[config.mk]
export PLATFORM = sky130hd
export DESIGN_NAME = arm_mc_controller
export DESIGN_NICKNAME = d
export VERILOG_FILES = /design/src/rtl/arm_mc_pkg.sv /design/src/rtl/arm_condcheck.sv /design/src/rtl/arm_mc_controller.sv
export SDC_FILE = /design/constraint.sdc
export NUM_CORES = 1
export LEC_CHECK = 0
export CAP_MARGIN = 20
export CORE_MARGIN = 10
export CORE_UTILIZATION = 38
export DETAILED_ROUTE_END_ITERATION = 6
export HOLD_SLACK_MARGIN = 0.15
export PLACE_DENSITY = 0.8
export SYNTH_ARGS = -nofsm -noshare
export SYNTH_HDL_FRONTEND = slang
export SYNTH_SLANG_ARGS = --single-unit
[constraint.sdc]
create_clock -name clk -period 2.7 [get_ports clk]
set_clock_uncertainty 0.1 [all_clocks]
set_input_delay 0.54 -clock clk [delete_from_list [all_inputs] [get_ports clk]]
set_output_delay 0.54 -clock clk [all_outputs]
set_load 0.02 [all_outputs]
[src/rtl/arm_mc_pkg.sv]
// Shared definitions for the multicycle ARM controller:
// FSM state codes, ALU op codes, data-processing commands and condition codes.
package arm_mc_pkg;

  typedef enum logic [3:0] {
    FETCH  = 4'd0,
    DECODE = 4'd1,
    MEMADR = 4'd2,
    MEMRD  = 4'd3,
    MEMWB  = 4'd4,
    MEMWR  = 4'd5,
    EXECR  = 4'd6,
    EXECI  = 4'd7,
    ALUWB  = 4'd8,
    BRANCH = 4'd9
  } state_e;

  localparam logic [3:0] ALU_ADD = 4'b0000;
  localparam logic [3:0] ALU_SUB = 4'b0001;
  localparam logic [3:0] ALU_AND = 4'b0010;
  localparam logic [3:0] ALU_ORR = 4'b0011;
  localparam logic [3:0] ALU_RSB = 4'b0101;
  localparam logic [3:0] ALU_MOV = 4'b0110;
  localparam logic [3:0] ALU_EOR = 4'b0111;
  localparam logic [3:0] ALU_BIC = 4'b1010;
  localparam logic [3:0] ALU_MVN = 4'b1110;

  localparam logic [3:0] CMD_AND = 4'b0000;
  localparam logic [3:0] CMD_EOR = 4'b0001;
  localparam logic [3:0] CMD_SUB = 4'b0010;
  localparam logic [3:0] CMD_RSB = 4'b0011;
  localparam logic [3:0] CMD_ADD = 4'b0100;
  localparam logic [3:0] CMD_TST = 4'b1000;
  localparam logic [3:0] CMD_TEQ = 4'b1001;
  localparam logic [3:0] CMD_CMP = 4'b1010;
  localparam logic [3:0] CMD_CMN = 4'b1011;
  localparam logic [3:0] CMD_ORR = 4'b1100;
  localparam logic [3:0] CMD_MOV = 4'b1101;
  localparam logic [3:0] CMD_BIC = 4'b1110;
  localparam logic [3:0] CMD_MVN = 4'b1111;

  localparam logic [3:0] CC_EQ = 4'd0;
  localparam logic [3:0] CC_NE = 4'd1;
  localparam logic [3:0] CC_CS = 4'd2;
  localparam logic [3:0] CC_CC = 4'd3;
  localparam logic [3:0] CC_MI = 4'd4;
  localparam logic [3:0] CC_PL = 4'd5;
  localparam logic [3:0] CC_VS = 4'd6;
  localparam logic [3:0] CC_VC = 4'd7;
  localparam logic [3:0] CC_HI = 4'd8;
  localparam logic [3:0] CC_LS = 4'd9;
  localparam logic [3:0] CC_GE = 4'd10;
  localparam logic [3:0] CC_LT = 4'd11;
  localparam logic [3:0] CC_GT = 4'd12;
  localparam logic [3:0] CC_LE = 4'd13;
  localparam logic [3:0] CC_AL = 4'd14;

endpackage

[src/rtl/arm_condcheck.sv]
// ARM condition-field evaluator against the stored {N,Z,C,V} flags.
// Code 1111 behaves as AL.
module arm_condcheck
  import arm_mc_pkg::*;
(
  input  logic [3:0] cond,
  input  logic [3:0] flags,
  output logic       cond_ex
);

  logic n, z, c, v;

  assign {n, z, c, v} = flags;

  always_comb begin
    cond_ex = 1'b1;
    unique case (cond)
      CC_EQ:   cond_ex = z;
      CC_NE:   cond_ex = ~z;
      CC_CS:   cond_ex = c;
      CC_CC:   cond_ex = ~c;
      CC_MI:   cond_ex = n;
      CC_PL:   cond_ex = ~n;
      CC_VS:   cond_ex = v;
      CC_VC:   cond_ex = ~v;
      CC_HI:   cond_ex = c & ~z;
      CC_LS:   cond_ex = ~c | z;
      CC_GE:   cond_ex = ~(n ^ v);
      CC_LT:   cond_ex = n ^ v;
      CC_GT:   cond_ex = ~z & ~(n ^ v);
      CC_LE:   cond_ex = z | (n ^ v);
      default: cond_ex = 1'b1;
    endcase
  end

endmodule

[src/rtl/arm_mc_controller.sv]
// Multicycle ARM control unit: FSM with memory wait states, ALU decode, flags.
// Optional SHIFT_EN macro enables MOV shift decoding on RegControl.
module arm_mc_controller
  import arm_mc_pkg::*;
#(
  parameter int MEM_LAT   = 0,
  parameter int ALUCTRL_W = 4
) (
  input  logic                 clk,
  input  logic                 reset,
  input  logic [31:0]          Instr,
  input  logic [3:0]           ALUFlags,
  output logic                 PCWrite,
  output logic                 AdrSrc,
  output logic                 MemWrite,
  output logic                 IRWrite,
  output logic                 ALUSrcA,
  output logic                 RegWrite,
  output logic [1:0]           ResultSrc,
  output logic [1:0]           ALUSrcB,
  output logic [1:0]           ImmSrc,
  output logic [1:0]           RegSrc,
  output logic [1:0]           RegControl,
  output logic [ALUCTRL_W-1:0] ALUControl,
  output logic [3:0]           State
);

  localparam logic [3:0] LAT = 4'(MEM_LAT);

  logic [3:0] state, state_nx, cnt, flags;
  logic [3:0] cmd, alu_op;
  logic [5:0] funct;
  logic [1:0] op, flag_w;
  logic       cond_ex, no_write, waits, fin, exec, reg_w;

  assign op    = Instr[27:26];
  assign funct = Instr[25:20];
  assign cmd   = funct[4:1];
  assign waits = (state == FETCH) || (state == MEMRD) || (state == MEMWR);
  assign fin   = ~waits || (cnt == LAT);
  assign exec  = (state == EXECR) || (state == EXECI);

  arm_condcheck u_cond (
    .cond    (Instr[31:28]),
    .flags   (flags),
    .cond_ex (cond_ex)
  );

  always_comb begin
    state_nx = FETCH;
    unique case (state)
      FETCH:  state_nx = DECODE;
      DECODE: begin
        unique case (op)
          2'b00:   state_nx = funct[5] ? EXECI : EXECR;
          2'b01:   state_nx = MEMADR;
          2'b10:   state_nx = BRANCH;
          default: state_nx = FETCH;
        endcase
      end
      MEMADR:       state_nx = funct[0] ? MEMRD : MEMWR;
      MEMRD:        state_nx = MEMWB;
      EXECR, EXECI: state_nx = ALUWB;
      default:      state_nx = FETCH;
    endcase
    if (!fin) state_nx = state;
  end

  always_ff @(posedge clk or negedge reset) begin
    if (!reset) begin
      state <= FETCH;
      cnt   <= 4'd0;
      flags <= 4'd0;
    end else begin
      state <= state_nx;
      cnt   <= fin ? 4'd0 : cnt + 4'd1;
      if (exec && cond_ex && flag_w[1]) flags[3:2] <= ALUFlags[3:2];
      if (exec && cond_ex && flag_w[0]) flags[1:0] <= ALUFlags[1:0];
    end
  end

  always_comb begin
    alu_op = ALU_ADD;
    flag_w = 2'b00;
    if (exec) begin
      unique case (cmd)
        CMD_ADD: begin alu_op = ALU_ADD; flag_w = {2{funct[0]}}; end
        CMD_SUB: begin alu_op = ALU_SUB; flag_w = {2{funct[0]}}; end
        CMD_RSB: begin alu_op = ALU_RSB; flag_w = {2{funct[0]}}; end
        CMD_AND: begin alu_op = ALU_AND; flag_w = {funct[0], 1'b0}; end
        CMD_ORR: begin alu_op = ALU_ORR; flag_w = {funct[0], 1'b0}; end
        CMD_EOR: begin alu_op = ALU_EOR; flag_w = {funct[0], 1'b0}; end
        CMD_MOV: begin alu_op = ALU_MOV; flag_w = {funct[0], 1'b0}; end
        CMD_BIC: begin alu_op = ALU_BIC; flag_w = {funct[0], 1'b0}; end
        CMD_MVN: begin alu_op = ALU_MVN; flag_w = {funct[0], 1'b0}; end
        CMD_CMP: begin alu_op = ALU_SUB; flag_w = 2'b11; end
        CMD_CMN: begin alu_op = ALU_ADD; flag_w = 2'b11; end
        CMD_TST: begin alu_op = ALU_AND; flag_w = 2'b11; end
        CMD_TEQ: begin alu_op = ALU_EOR; flag_w = 2'b11; end
        default: begin alu_op = ALU_ADD; flag_w = 2'b00; end
      endcase
    end
  end

  // compares are decoded from Instr directly so ALUWB still sees them
  assign no_write = (op == 2'b00) && (cmd[3:2] == 2'b10);

  always_comb begin
    ALUControl      = '0;
    ALUControl[3:0] = alu_op;
  end

  always_comb begin
    AdrSrc    = 1'b0;
    ALUSrcA   = 1'b0;
    ALUSrcB   = 2'b00;
    ResultSrc = 2'b00;
    unique case (state)
      FETCH, DECODE: begin
        ALUSrcA   = 1'b1;
        ALUSrcB   = 2'b10;
        ResultSrc = 2'b10;
      end
      MEMADR, EXECI: ALUSrcB = 2'b01;
      BRANCH: begin
        ALUSrcB   = 2'b01;
        ResultSrc = 2'b10;
      end
      MEMRD, MEMWR: AdrSrc = 1'b1;
      MEMWB:        ResultSrc = 2'b01;
      default:      ResultSrc = 2'b00;
    endcase
  end

  assign reg_w = ((state == MEMWB) || (state == ALUWB))
                 && cond_ex && ~no_write;

  assign RegWrite = reset && reg_w;
  assign MemWrite = reset && (state == MEMWR) && fin && cond_ex;
  assign IRWrite  = reset && (state == FETCH) && fin;
  assign PCWrite  = reset && (((state == FETCH) && fin)
                    || ((state == BRANCH) && cond_ex)
                    || (reg_w && (Instr[15:12] == 4'hf)));

  assign ImmSrc = op;
  assign RegSrc = {(op == 2'b01) && ~funct[0], op == 2'b10};
  assign State  = state;

`ifdef SHIFT_EN
  logic unused_bits;
  assign unused_bits = ^{Instr[19:16], Instr[3:0]};

  // shift type 11 (ROR) has no RegControl code and falls back to plain MOV
  always_comb begin
    RegControl = 2'b00;
    if ((op == 2'b00) && (cmd == CMD_MOV) && ~funct[5]
        && (Instr[11:4] != 8'd0) && (Instr[6:5] != 2'b11))
      RegControl = Instr[6:5] + 2'b01;
  end
`else
  logic unused_bits;
  assign unused_bits = ^{Instr[19:16], Instr[11:0]};
  assign RegControl  = 2'b00;
`endif

endmodule
==> impl_metrics.env, run 1 <==
export IMPL_status="finished, violations left"
export IMPL_violations="setup timing"
export IMPL_place_congestion=0.881
export IMPL_synthArstFlopShare_pct=100
export IMPL_synth_seq_cells=12
export IMPL_syn_area_mm2=0.00108
export IMPL_min_path_type="register to register"
export IMPL_yosys_most_used_dff="dfrtp_1"
export IMPL_critPathTopFamily="compound AO/OA/AOI/OAI gates"
export IMPL_synth_compound_area_share_pct=21.9
export IMPL_drive_above_1_share_pct=31.3
export IMPL_drc_errors=0
export IMPL_p_clk_share_pct=8.7
export IMPL_yosysTopAreaCell="dfrtp_1"
export IMPL_overflow=0
export IMPL_firstDrtPassIters=5
export IMPL_drtIter0Drc=46
export IMPL_syn2layout_area_growth_pct=67.5
export IMPL_ir_worst_vdd_uv=687
export IMPL_cpMaxStageDelayCell="a211oi_2"
export IMPL_hold_viol_final=0
export IMPL_start_util_pct=39.5
export IMPL_antenna_found_initial=0
export IMPL_dieArea_mm2=0.00538
export IMPL_crit_fanout=5
export IMPL_yosys_top_cells_area="dfrtp_1, o21ai_0, nor2_1, nor3_1, xor2_1"
export IMPL_dp_cells=223
export IMPL_synthMuxAreaShare_pct=5.79
export IMPL_synth_fa_ha_area_share_pct=2.31
export IMPL_stdcell_count=229
export IMPL_ant_nets=0
export IMPL_slew_viol_final=0
export IMPL_min_period_ps=2780
export IMPL_powerDensity_mw_per_mm2=695
export IMPL_crit_path_end_kind="output pin"
export IMPL_worstPathRequired_ps=2060
export IMPL_stdcell_area_mm2=0.00181
export IMPL_yosys_top_cells_count="dfrtp_1, nor2_1, o21ai_0"
export IMPL_internal_power_w=0.000698
export IMPL_antenna_cells=0
export IMPL_die_h_um=73.3
export IMPL_synth_simple_area_share_pct=26.9
export IMPL_holdWs_ps=396
export IMPL_startpoint_type="input port"
export IMPL_vias=1228
export IMPL_clk_latency_ps=270
export IMPL_leakagePower_nw=0.799
export IMPL_synth_area_per_cell_um2=8.19
export IMPL_port_buffers=43
export IMPL_post_dp_hpwl_mm=2.78
export IMPL_synth_top_family_by_area="simple AND/OR/NAND/NOR gates"
export IMPL_root_buffer="clkbuf_4"
export IMPL_cpPeakStageDelay_ps=310
export IMPL_finalSetupViolCount=3
export IMPL_cts_buffer_depth=2
export IMPL_ctsHoldBuffers=0
export IMPL_synth_warnings=0
export IMPL_grt_max_degree=14
export IMPL_synth_edff_count=0
export IMPL_grt_pass1_wl_mm=5.95
export IMPL_fin_crit_sh_pct=103
export IMPL_wl_mm=3.57
export IMPL_crit_path_cell_trace="clkdlybuf4s15_2 -> buf_4 -> and3_2 -> a32oi_2 -> a311oi_2 -> a211oi_2 -> nor4_2 -> or2_4 -> buf_6"
export IMPL_ioPinCount=62
export IMPL_synth_distinct_cells=46
export IMPL_share_comb_of_total_power_pct=67.9
export IMPL_drt_vias_per_instance=5.36
export IMPL_path_buf_inv=3
export IMPL_synth_top_area_share_pct=27.8
export IMPL_wire_per_inst_um=15.6
export IMPL_grt_pass1_vias=1352
export IMPL_die_w_um=73.3
export IMPL_drv_cap=0
export IMPL_p_seq_share_pct=23.5
export IMPL_cts_tree="done"
export IMPL_power_share_switching_pct=44.5
export IMPL_cts_max_level=1
export IMPL_timing_final_ws_setup_ps=-82.5
export IMPL_place_area_mm2=0.00170
export IMPL_clk_pin_slew_ps=70
export IMPL_synthCells=132
export IMPL_synth_xor_area_share_pct=5.67
export IMPL_core_area_mm2=0.00273
export IMPL_crit_arrival_ps=2140
export IMPL_numCtsBuffers=3
export IMPL_max_freq_mhz=359
export IMPL_clock_sinks=12
export IMPL_synth_seq_area_share_pct=27.8
export IMPL_rsz0062_at_grt="yes"
export IMPL_final_core_util_pct=66.2
export IMPL_rows=19
export IMPL_layout_nets=240
export IMPL_grt_usage_pct=13.5
export IMPL_critPathKind="input port to output pin"
export IMPL_p_sw_w=0.000560
==> final timing paths <==
kind / startpoint / endpoint / slack [ps] / cells after the start
min reg2reg: cnt[0] / cnt[0] / 400 / 1
max: Instr[30] / PCWrite / -80 / 9
max reg2reg: flags[0] / flags[1] / 110 / 8
min: cnt[0] / cnt[0] / 400 / 1
max in group asynchronous: reset / State[2] / 1790 / 2
min in group asynchronous: reset / cnt[0] / 570 / 2
==> sequential cells by signal (all words and copies together) (netlist names) <==
signal,count
cnt,4
flags,4
State,4
==> through the flow <==
stage | setup TNS [ps] | setup WS, ps | power, W
after floorplan | 0 | 22.7 | 0.000725
after global placement | -4350 | -923 | 0.00106
after detailed placement | -4520 | -918 | 0.00109
after CTS | -99.6 | -85.4 | 0.00125
after global routing | -405 | -162 | 0.00134
final | -130 | -82.5 | 0.00126
==> layout make-up <==
class / count / area (um2)
Sequential cell: 12 / 303
Inverter: 8 / 30.0
Multi-Input combinational cell: 102 / 757
Timing Repair Buffer: 73 / 659
Tap cell: 31 / 38.8
Clock buffer: 3 / 22.5
Fill cell: 224 / 923
==> cells by family after synthesis <==
group | count (synthesis)
and+or+nand+nor | 53
AOI/OAI and AO/OA | 33
buffers and inverters | 19
DFF | 12
xor gates and xnor gates | 7
muxes | 5
adders and majority gates | 2
other | 1
==> layer usage <==
layer	wire (um)	track usage, %	up-vias
met3	337	5.79	2
met5	0	0	-
li1	-	-	607
met2	1820	24.2	46
met1	1370	13.4	573
met4	35	4.97	0
==> placed cells by master, fill, tap and decap left out, types with 2 or more instances in the layout <==
| cell type | netlist | layout |
|---|---|---|
| clkbuf_4 | 0 | 3 |
| nor3b_1 | 4 | 3 |
| nor3_1 | 8 | 7 |
| clkdlybuf4s15_2 | 0 | 3 |
| nor2_1 | 12 | 12 |
| nor4_2 | 0 | 3 |
| a211oi_1 | 3 | 3 |
| nand2_1 | 6 | 6 |
| buf_4 | 4 | 29 |
| nand2b_1 | 3 | 3 |
| mux2_1 | 2 | 2 |
| o31ai_1 | 2 | 2 |
| xnor2_1 | 3 | 3 |
| nand3_1 | 2 | 2 |
| ha_1 | 2 | 2 |
| a31oi_1 | 3 | 3 |
| clkdlybuf4s50_1 | 0 | 31 |
| dfrtp_2 | 0 | 2 |
| a21oi_1 | 4 | 4 |
| xor2_1 | 4 | 3 |
| conb_1 | 1 | 2 |
| dlygate4sd2_1 | 0 | 6 |
| inv_1 | 8 | 8 |
| buf_6 | 2 | 4 |
| nor2b_1 | 3 | 3 |
| mux2_4 | 2 | 2 |
| o21ai_0 | 10 | 10 |
| dfrtp_1 | 12 | 10 |
==> worst reg2reg max path, stage by stage, from the launching register on <==
cell and delay [ps]:
dfrtp_1 420, xor2_2 190, or4_4 420, a311oi_2 250
a211oi_2 100, buf_4 170, buf_4 140, or3_4 380
mux2_4 300
==> repair_timing <==
item	in CTS	in global routing
endpoints found under the hold margin	0	0
pin swaps	7	2
resized for setup	42	4
endpoints found under the setup margin	12	6
setup buffers	4	0
==> power by group through the flow <==
stage / Clock, W / Sequential [W] / Combinational (W)
floorplan: 0 / 0.000301 / 0.000424
global placement: 0 / 0.000284 / 0.000776
detailed placement: 0 / 0.000289 / 0.000798
CTS: 0.000108 / 0.000291 / 0.000847
global route: 0.000119 / 0.000303 / 0.000918
finish: 0.000109 / 0.000295 / 0.000854
No activity file was read; power rests on OpenSTA's default activity.
==> run 2: changes to the inputs <==
--- a/config.mk
+++ b/config.mk
@@ -6,7 +6,6 @@
 export NUM_CORES = 1
 export LEC_CHECK = 0
 export CAP_MARGIN = 20
-export CORE_MARGIN = 10
 export CORE_UTILIZATION = 38
 export DETAILED_ROUTE_END_ITERATION = 6
 export HOLD_SLACK_MARGIN = 0.15
==> run 2 against run 1 <==
  * Critical path type is now register to output pin
  * Sequential power about the same
  * Cell count down 0.87%
  * Fmax is 0.44% lower
  * Via count increased by 2.7%
  * The run still ends with setup timing left
  * Design area decreased by 1.6%
  * Setup slack worse by 12 ps
==> impl_metrics.env, run 2 (synthesis gave the netlist of run 1 again) <==
export IMPL_drt_vias_per_instance=5.56
export IMPL_cts_buffer_depth=2
export IMPL_finalSetupViolCount=2
export IMPL_clk_latency_ps=270
export IMPL_critPathTopFamily="simple AND/OR/NAND/NOR gates"
export IMPL_drive_above_1_share_pct=31.0
export IMPL_layout_commonest_cell="clkdlybuf4s50_1"
export IMPL_vias=1261
export IMPL_grt_pass1_wl_mm=5.24
export IMPL_layout_nets=238
export IMPL_cp_common_cell="buf_4"
export IMPL_die_h_um=55.3
export IMPL_numCtsBuffers=3
export IMPL_ant_nets=0
export IMPL_die_w_um=55.3
export IMPL_drtIter0Drc=23
export IMPL_crit_fanout=3
export IMPL_clock_sinks=12
export IMPL_hold_viol_final=0
export IMPL_dieArea_mm2=0.00306
export IMPL_cpPeakStageDelay_ps=420
export IMPL_fin_crit_sh_pct=104
export IMPL_critPathKind="register to output pin"
export IMPL_max_freq_mhz=358
export IMPL_startpoint_type="register"
export IMPL_dp_cells=220
export IMPL_violations="setup timing"
export IMPL_place_area_mm2=0.00169
export IMPL_rsz0062_at_grt="yes"
export IMPL_powerDensity_mw_per_mm2=719
export IMPL_drc_errors=0
export IMPL_leakagePower_nw=0.803
export IMPL_crit_path_cell_trace="xor2_1 -> or4_1 -> a311oi_2 -> a211oi_2 -> buf_4 -> nor4_4 -> buf_4"
export IMPL_tns_ps=-149
export IMPL_start_util_pct=41.7
export IMPL_grt_pass1_vias=1247
export IMPL_crit_path_end_kind="output pin"
export IMPL_stdcell_count=227
export IMPL_root_buffer="clkbuf_4"
export IMPL_drv_cap=0
export IMPL_clk_pin_slew_ps=70
export IMPL_timing_final_ws_setup_ps=-94.7
export IMPL_antenna_cells=0
export IMPL_wire_per_inst_um=13.9
export IMPL_ioPinCount=62
export IMPL_worstPathRequired_ps=2060
export IMPL_syn2layout_area_growth_pct=64.8
export IMPL_place_congestion=0.843
export IMPL_slew_viol_final=0
export IMPL_ctsHoldBuffers=0
export IMPL_port_buffers=43
export IMPL_rows=18
export IMPL_overflow=0
export IMPL_crit_arrival_ps=2150
export IMPL_holdWs_ps=407
export IMPL_path_buf_inv=2
export IMPL_antenna_found_initial=0
export IMPL_firstDrtPassIters=4
export IMPL_post_dp_hpwl_mm=2.45
export IMPL_cpMaxStageDelayCell="or4_1"
export IMPL_cts_max_level=1
export IMPL_core_area_mm2=0.00259
export IMPL_grt_usage_pct=20.9
export IMPL_status="finished, violations left"
export IMPL_wl_mm=3.15
export IMPL_cts_tree="done"
export IMPL_grt_max_degree=13
export IMPL_min_path_type="register to register"
export IMPL_final_cell_mix="clkdlybuf4s50_1, buf_4, nor2_1"
export IMPL_stdcell_area_mm2=0.00178
export IMPL_ir_worst_vdd_uv=690
export IMPL_min_period_ps=2790
## run 2: cell types whose count changed in the layout (fill, tap and decap cells not counted), moves of 2 or more
| cell | change |
|---|---|
| buf_2 | +3 |
| buf_6 | -2 |
| clkdlybuf4s15_2 | -2 |
| dlygate4sd2_1 | -2 |
| nor4_2 | -2 |
## run 2: metal layers
metal / track usage, % / up-vias / wire length, um
met5: 0 / - / 0
met3: 4.92 / 2 / 151
met2: 38.4 / 44 / 1620
met4: 6.79 / 0 / 16
met1: 23.6 / 613 / 1360
li1: - / 602 / -
## run 2: layout make-up
type                            instances  area (um2)
Timing Repair Buffer                   71         624
Clock buffer                            4        36.3
Fill cell                             213         808
Sequential cell                        12         302
Tap cell                               30        37.5
Inverter                                8        30.0
Multi-Input combinational cell        102         752
## run 2: power by group
| group | switching, W | total, W | internal (W) |
|---|---|---|---|
| clock | 0.0000586 | 0.000141 | 0.0000820 |
| combinational | 0.000428 | 0.000847 | 0.000419 |
| sequential | 0.0000699 | 0.000294 | 0.000224 |
| total | 0.000556 | 0.00128 | 0.000725 |
## run 2: path summary, 6_finish.rpt
path                           from        to  slack (ps)  cells after the start
min in group asynchronous     reset    cnt[3]         540                      2
max                        flags[0]  MemWrite         -90                      7
min                          cnt[0]    cnt[0]         410                      1
max in group asynchronous     reset  State[2]        1790                      2
min reg2reg                  cnt[0]    cnt[0]         410                      1
max reg2reg                flags[0]  flags[3]         180                      8
## run 2: repair_timing
action,4_1_cts,5_1_grt
buffers inserted,3,2
setup endpoints to repair,12,4
hold endpoints to repair,0,0
pin swaps,9,1
resized for setup,40,8
## run 2: per-stage QoR
step,power (W),util (%),worst slack [ps]
6_report,0.00128,68.8,-94.7
5_1_grt,0.00136,68.8,-183
4_1_cts,0.00126,67.8,-117
3_5_place_dp,0.00109,65.1,-880
3_3_place_gp,0.00106,65.1,-891
2_1_floorplan,0.000725,-,22.7
==> run 3: changes to the inputs <==
--- a/config.mk
+++ b/config.mk
@@ -5,7 +5,7 @@
 export SDC_FILE = /design/constraint.sdc
 export NUM_CORES = 1
 export LEC_CHECK = 0
-export CAP_MARGIN = 20
+export CAP_MARGIN = 30
 export CORE_UTILIZATION = 38
 export DETAILED_ROUTE_END_ITERATION = 6
 export HOLD_SLACK_MARGIN = 0.15
==> results of run 3 <==
The final DEF is identical to that of run 2; final timing and power are the same.
